### config.mk
export PLATFORM = sky130hd
export DESIGN_NAME = ifetch_unit
export DESIGN_NICKNAME = d
export VERILOG_FILES = /design/src/rtl/ifetch_unit.sv
export SDC_FILE = /design/constraint.sdc
export NUM_CORES = 1
export LEC_CHECK = 0
export BUFFER_PORTS_ARGS = -buffer_cell sky130_fd_sc_hd__buf_2
export CAP_MARGIN = 20
export CORE_MARGIN = 2
export CORE_UTILIZATION = 35
export CTS_CLUSTER_DIAMETER = 30
export DETAILED_ROUTE_END_ITERATION = 12
export SLEW_MARGIN = 10
export SYNTH_ARGS = -nofsm -noshare
export SYNTH_HDL_FRONTEND = slang
export SYNTH_SLANG_ARGS = --single-unit
### constraint.sdc
create_clock -name Clk -period 3.6 [get_ports Clk]
set_input_delay 0.36 -clock Clk [delete_from_list [all_inputs] [get_ports Clk]]
set_output_delay 0.36 -clock Clk [all_outputs]
set_load 0.01 [all_outputs]
### src/rtl/ifetch_unit.sv
// Instruction-fetch stage: owns the PC, fetches the word at PC over a req/ready/rvalid
// handshake into the instruction register, and guards the response with a timeout.
`timescale 1ns/1ps
module ifetch_unit #(
   parameter logic [31:0] PC_RESET = 32'h0000_0000,
   parameter int unsigned TIMEOUT  = 16
) (
   input  logic        Clk,
   input  logic        Reset_n,
   input  logic        PC_Reset,
   input  logic        PC_LdEn,
   input  logic        PC_Sel,
   input  logic        Fetch_Req,
   output logic        imem_req,
   output logic [31:0] imem_addr,
   input  logic        imem_ready,
   input  logic        imem_rvalid,
   input  logic [31:0] imem_rdata,
   output logic [31:0] Instr,
   output logic        Instr_Valid,
   output logic [31:0] PC,
   output logic        Busy,
   output logic        Fetch_Err
);

   localparam int unsigned    CntW       = (TIMEOUT > 1) ? $clog2(TIMEOUT) : 1;
   localparam logic [CntW-1:0] CntMax    = CntW'(TIMEOUT - 1);
   localparam logic [31:0]    PcResetAln = {PC_RESET[31:2], 2'b00};

   typedef enum logic [1:0] {
      StIdle,
      StReq,
      StWait
   } state_e;

   state_e            r_state;
   state_e            w_state_nxt;
   logic [31:0]       r_pc;
   logic [31:0]       w_pc_nxt;
   logic [31:0]       r_ir;
   logic [31:0]       w_ir_nxt;
   logic              r_instr_valid;
   logic              w_instr_valid_nxt;
   logic [31:0]       r_addr;
   logic [31:0]       w_addr_nxt;
   logic [CntW-1:0]   r_cnt;
   logic [CntW-1:0]   w_cnt_nxt;
   logic              r_fetch_err;
   logic              w_fetch_err_nxt;

   logic [31:0]       w_pc_plus4;
   logic [31:0]       w_br_off;
   logic [31:0]       w_pc_target;

   // Branch offset is a signed word displacement taken from the low half of IR.
   assign w_pc_plus4  = r_pc + 32'd4;
   assign w_br_off    = {{14{r_ir[15]}}, r_ir[15:0], 2'b00};
   assign w_pc_target = w_pc_plus4 + w_br_off;

   // PC is updated independently of the fetch FSM; an in-flight request uses r_addr.
   always_comb begin
      w_pc_nxt = r_pc;
      if (PC_Reset) begin
         w_pc_nxt = PcResetAln;
      end else if (PC_LdEn) begin
         w_pc_nxt = PC_Sel ? w_pc_target : w_pc_plus4;
      end
      w_pc_nxt[1:0] = 2'b00;
   end

   always_comb begin
      w_state_nxt       = r_state;
      w_ir_nxt          = r_ir;
      w_instr_valid_nxt = r_instr_valid;
      w_addr_nxt        = r_addr;
      w_cnt_nxt         = r_cnt;
      w_fetch_err_nxt   = 1'b0;
      unique case (r_state)
         StIdle: begin
            if (Fetch_Req) begin
               w_addr_nxt        = {r_pc[31:2], 2'b00};
               w_instr_valid_nxt = 1'b0;
               w_state_nxt       = StReq;
            end
         end
         StReq: begin
            if (imem_ready) begin
               w_cnt_nxt   = '0;
               w_state_nxt = StWait;
            end
         end
         StWait: begin
            // Data arriving on the timeout edge still wins over the error.
            if (imem_rvalid) begin
               w_ir_nxt          = imem_rdata;
               w_instr_valid_nxt = 1'b1;
               w_state_nxt       = StIdle;
            end else if (r_cnt == CntMax) begin
               w_ir_nxt          = 32'h0000_0000;
               w_instr_valid_nxt = 1'b1;
               w_fetch_err_nxt   = 1'b1;
               w_state_nxt       = StIdle;
            end else begin
               w_cnt_nxt = r_cnt + 1'b1;
            end
         end
         default: begin
            w_state_nxt = StIdle;
         end
      endcase
   end

   always_ff @(posedge Clk or negedge Reset_n) begin
      if (!Reset_n) begin
         r_state       <= StIdle;
         r_pc          <= PcResetAln;
         r_ir          <= 32'h0000_0000;
         r_instr_valid <= 1'b0;
         r_addr        <= 32'h0000_0000;
         r_cnt         <= '0;
         r_fetch_err   <= 1'b0;
      end else begin
         r_state       <= w_state_nxt;
         r_pc          <= w_pc_nxt;
         r_ir          <= w_ir_nxt;
         r_instr_valid <= w_instr_valid_nxt;
         r_addr        <= w_addr_nxt;
         r_cnt         <= w_cnt_nxt;
         r_fetch_err   <= w_fetch_err_nxt;
      end
   end

   assign imem_req    = (r_state == StReq);
   assign imem_addr   = r_addr;
   assign Instr       = r_ir;
   assign Instr_Valid = r_instr_valid;
   assign PC          = r_pc;
   assign Busy        = (r_state != StIdle);
   assign Fetch_Err   = r_fetch_err;

endmodule

==> flow_results.org <==
** Status
- Result of the run :: complete, but fails checks
- The checks that failed: negative setup slack.

** Cells and area
- For this run, the share of the core covered by cells in the final layout is 48.0%.
- Filler Cell Count :: 1739
- The multi-input combinational cells in the finished layout cover a total of 4090 um2.
- Final-stage net count :: 974
- In the final layout, the share of cells above drive strength 1 is 38.0%.
- Antenna cell count :: 0
- The library cell used most frequently in the layout, excluding fill and tap cells, is sky130_fd_sc_hd__buf_2.
- Area used by sequential logic in the layout :: 2500 um2
- Non-filler cells, final :: 1131
- Synthesis-to-finish area growth :: 33.0%
- The top cell types in the final layout, fill and taps aside, are 134 x sky130_fd_sc_hd__buf_2, 100 x sky130_fd_sc_hd__dfrtp_1, 98 x sky130_fd_sc_hd__buf_4, 47 x sky130_fd_sc_hd__nor2_1, 42 x sky130_fd_sc_hd__nand2_1.

** Worst setup path
- The endpoint identified for the worst register-to-register timing path is PC[31].
- STA classifies the critical path startpoint as a flip-flop.
- Dominant cell type by count on the critical path :: sky130_fd_sc_hd__and3_4
- Crit path max fanout :: 4
- Data arrival time at the worst-slack endpoint :: 3.87 ns
- Chain of cells forming the critical path :: and4_4 > and3_4 > and4_4 > and3_4 > and3_4 > and3_4 > xor2_2 > ha_2 > nand2_1 > o21a_1 > a21oi_2 > o211ai_1 > a31oi_2 > o211ai_1 > nor4_2 > xor2_1 > nor2_1
- Crit end category :: flip-flop
- For this design, the slowest cell found on the critical path is sky130_fd_sc_hd__dfrtp_1.
- In this run the register-to-register setup slack is -0.05 ns.
- Startpoint of the worst register-to-register path :: PC[4]
- The largest single stage delay on the critical path is 0.35 ns.
- Kind of cell adding the most delay to the critical path :: simple AND/OR/NAND/NOR gates
- Data on the critical path is required at its endpoint by 3.82 ns.
- Worst Path Buf+Inv :: 0
- CP Class :: flip-flop to flip-flop
- The critical path crosses 17 cells after its start point.
- FF-to-FF path depth :: 17

** Power
- Relative contribution of the clock network to total power :: 18.1%
- Power spread over the standard cell area amounts to 695 nW/um2.
- Sequential cell fraction of total power :: 29.5%
- Combinational fraction of design power :: 52.4%
- Net switching fraction of the power :: 40.3%
- Net Switching :: 2440 uW
- Cell internal power dissipation :: 3610 uW
- The analysis attributes to cell leakage a power of 0.00439 uW.
- Worst vdd rail ir drop :: 363 uV

** Floorplan
- Once the floorplan was initialized, standard cells occupied 36.0% of the core.
- Die height :: 141 um
- DIE AREA :: 19800 um2
- The floorplan step set the die width to 141 um.
- Placeable core area :: 18100 um2
- In this run the core area contains 49 standard-cell rows.
- 140 I/O pins were placed.

** Placed design
- Routability-driven placement congestion ratio :: 0.909
- Total instance count after detailed placement :: 1104
- Detailed-placement wirelength estimate :: 14700 um
- During placement, the flow inserted port buffers numbering 135.

** Flow run
- Max-Cap Viols :: 0

** STA
- Pin slew with the least headroom to its limit :: 0.877 ns
- Unrepaired setup endpoints after global routing :: true
- Worst slew margin :: 41.6%
- Timing-limited maximum frequency :: 0.274 GHz
- Final setup vio count :: 1
- Final hold violations :: 0
- Number of slew-limit violations in the final report :: 0
- Final period demand of the worst path :: 3.65 ns
- Setup slack after layout :: -0.0506 ns
- Period utilisation layout :: 101%
- The clock arrives with 0.0127 ns of skew.

** GRT
- Wire length of the first global-routing pass :: 30800 um
- The initial antenna violation count is 0.
- Remaining global-route overflow :: 0
- Number of global-route vias before repair :: 5836
- Entering global routing, the biggest net connects 66 pins.
- Global routing consumed, over all layers together, 19.6% of the routing resources.

** Route
- DRC violation count after routing :: 0
- Dividing the detail-routed wire length by the instance count gives 17.2 um.
- DRC marker count from the first detailed-route iteration :: 310
- For this run, the detailed router's first-pass iteration total came to 4.
- In this run the remaining antenna-violating nets after routing total 0.
- Total detailed-routing wirelength :: 19400 um
- Dividing the detail-routed via count by the number of cells gives 5.34.
- Detailed routing inserted a total of 6044 vias.

** Clocking
- TritonCTS built the clock tree.
- Hold bufs inserted after CTS :: 0
- Clock tree synthesis inserted a total of 9 buffers.
- The longest clock path from root to sink contains 2 buffers.
- At the later pin of the worst-skew pair, clock insertion delay measures 0.36 ns.
- Total clock sinks :: 100
- After clock tree synthesis, the clock-pin slew on the worst setup and hold paths is 0.07 ns.
- Clock tree synthesis selected as its root buffer the cell sky130_fd_sc_hd__clkbuf_16.
- CTS H-tree lvls :: 3

** Yosys
- Number of distinct library cells after synthesis :: 70
- Of all flip-flops after synthesis, the portion carrying an async set or reset was 100%.
- The cell area that synthesis handed to floorplanning was 6540 um2.
- In the synthesized netlist the dominant register cell turns out to be sky130_fd_sc_hd__dfrtp_1.
- The Yosys step of the flow raised 0 warnings.
- Number of flops mapped to enable cells by yosys :: 0
- Number of instances in the synthesized netlist :: 692
- Sequential cell area fraction in the yosys report :: 38.3%
- Dividing the synthesized area by the synthesized cell count gives 9.45 um2.
- Flops & latches, synth :: 100

** Worst hold path
- In this run the worst hold path is classified as input port to asynchronous set/reset pin.
## metal layers
layer	global-route usage (%)	wire length (um)
met5	0	0
met4	7.84	743
met3	3.50	1050
met2	31.9	9250
met1	26.0	8410
## what timing repair did
action | in CTS | in global routing
endpoints found under the setup margin | 3 | 12
cloned | 0 | 0
setup buffers | 0 | 11
gates resized for setup | 4 | 48
pin swaps | 3 | 38
## flip-flops by register name, indices dropped and copies added, names as in the netlist
register and flops:
Fetch_Err 1, Instr 32, Instr_Valid 1, PC 30, imem_addr 30, r_cnt 4, r_state 2
## cells by family (layout without fill, tap and decap cells)
group	count (synthesis)	after routing	synth area share (%)
buffers and inverters	61	268	4.04
other	1	4	0.0573
multiplexers	35	35	5.93
adder cells (fa/ha/maj)	37	37	7.19
AO/OA/AOI/OAI	212	212	22.2
XOR/XNOR	51	51	6.83
AND/OR/NAND/NOR	195	195	15.5
flip-flops	100	100	38.3
## Yosys cell counts (18+ instances only)
library cell               count  area (um2)
sky130_fd_sc_hd__a22o_1       32         280
sky130_fd_sc_hd__ha_1         36         450
sky130_fd_sc_hd__a21o_1       24         180
sky130_fd_sc_hd__nand3_1      21         105
sky130_fd_sc_hd__xnor2_1      32         280
sky130_fd_sc_hd__o21ai_0      39         195
sky130_fd_sc_hd__clkbuf_1     30         113
sky130_fd_sc_hd__nor2_1       51         191
sky130_fd_sc_hd__mux2_2       30         338
sky130_fd_sc_hd__nand2_1      44         165
sky130_fd_sc_hd__dfrtp_1     100        2500
sky130_fd_sc_hd__inv_1        18        67.6
sky130_fd_sc_hd__xor2_1       19         166
sky130_fd_sc_hd__a21oi_1      44         220
## power groups by stage
stage	clock network (uW)	logic, uW	registers [uW]
2_1_floorplan	0	1650	1970
3_5_place_dp	0	3010	1790
4_1_cts	1130	3020	1780
6_report	1100	3170	1780
3_3_place_gp	0	3000	1800
5_1_grt	1160	3480	1840
## per-stage QoR
| stage | cell area [um2] | total power (uW) | setup TNS (ns) | hold WS [ns] | setup slack, ns |
|---|---|---|---|---|---|
| after detailed placement | 8010 | 4800 | -0.112 | 0.487 | -0.0712 |
| after global placement | 8010 | 4800 | -0.0397 | 0.484 | -0.0256 |
| after floorplan | 6590 | 3610 | -0.0758 | 0.0644 | -0.0758 |
| after CTS | 8370 | 5930 | -0.0279 | 0.152 | -0.0225 |
| after global routing | 8700 | 6480 | -0.553 | 0.190 | -0.243 |
| final | 8700 | 6050 | -0.0506 | 0.115 | -0.0506 |
## worst max path at each step
stage                 from  endpoint  slack [ns]
floorplan            PC[4]    PC[31]       -0.08
global placement    PC[11]    PC[31]       -0.03
detailed placement   PC[9]    PC[31]       -0.07
CTS                  PC[5]    PC[22]       -0.02
global route        PC[10]    PC[31]       -0.24
finish               PC[4]    PC[31]       -0.05
## area by class of cell
class | count | share of cell area [%]
Sequential cell | 100 | 28.8
Tap cell | 229 | 3.29
Inverter | 19 | 0.820
Clock buffer | 9 | 2.59
Multi-Input combinational cell | 534 | 47.0
Timing Repair Buffer | 233 | 16.3
Clock inverter | 7 | 1.25
(Power assumes the default switching activity.)
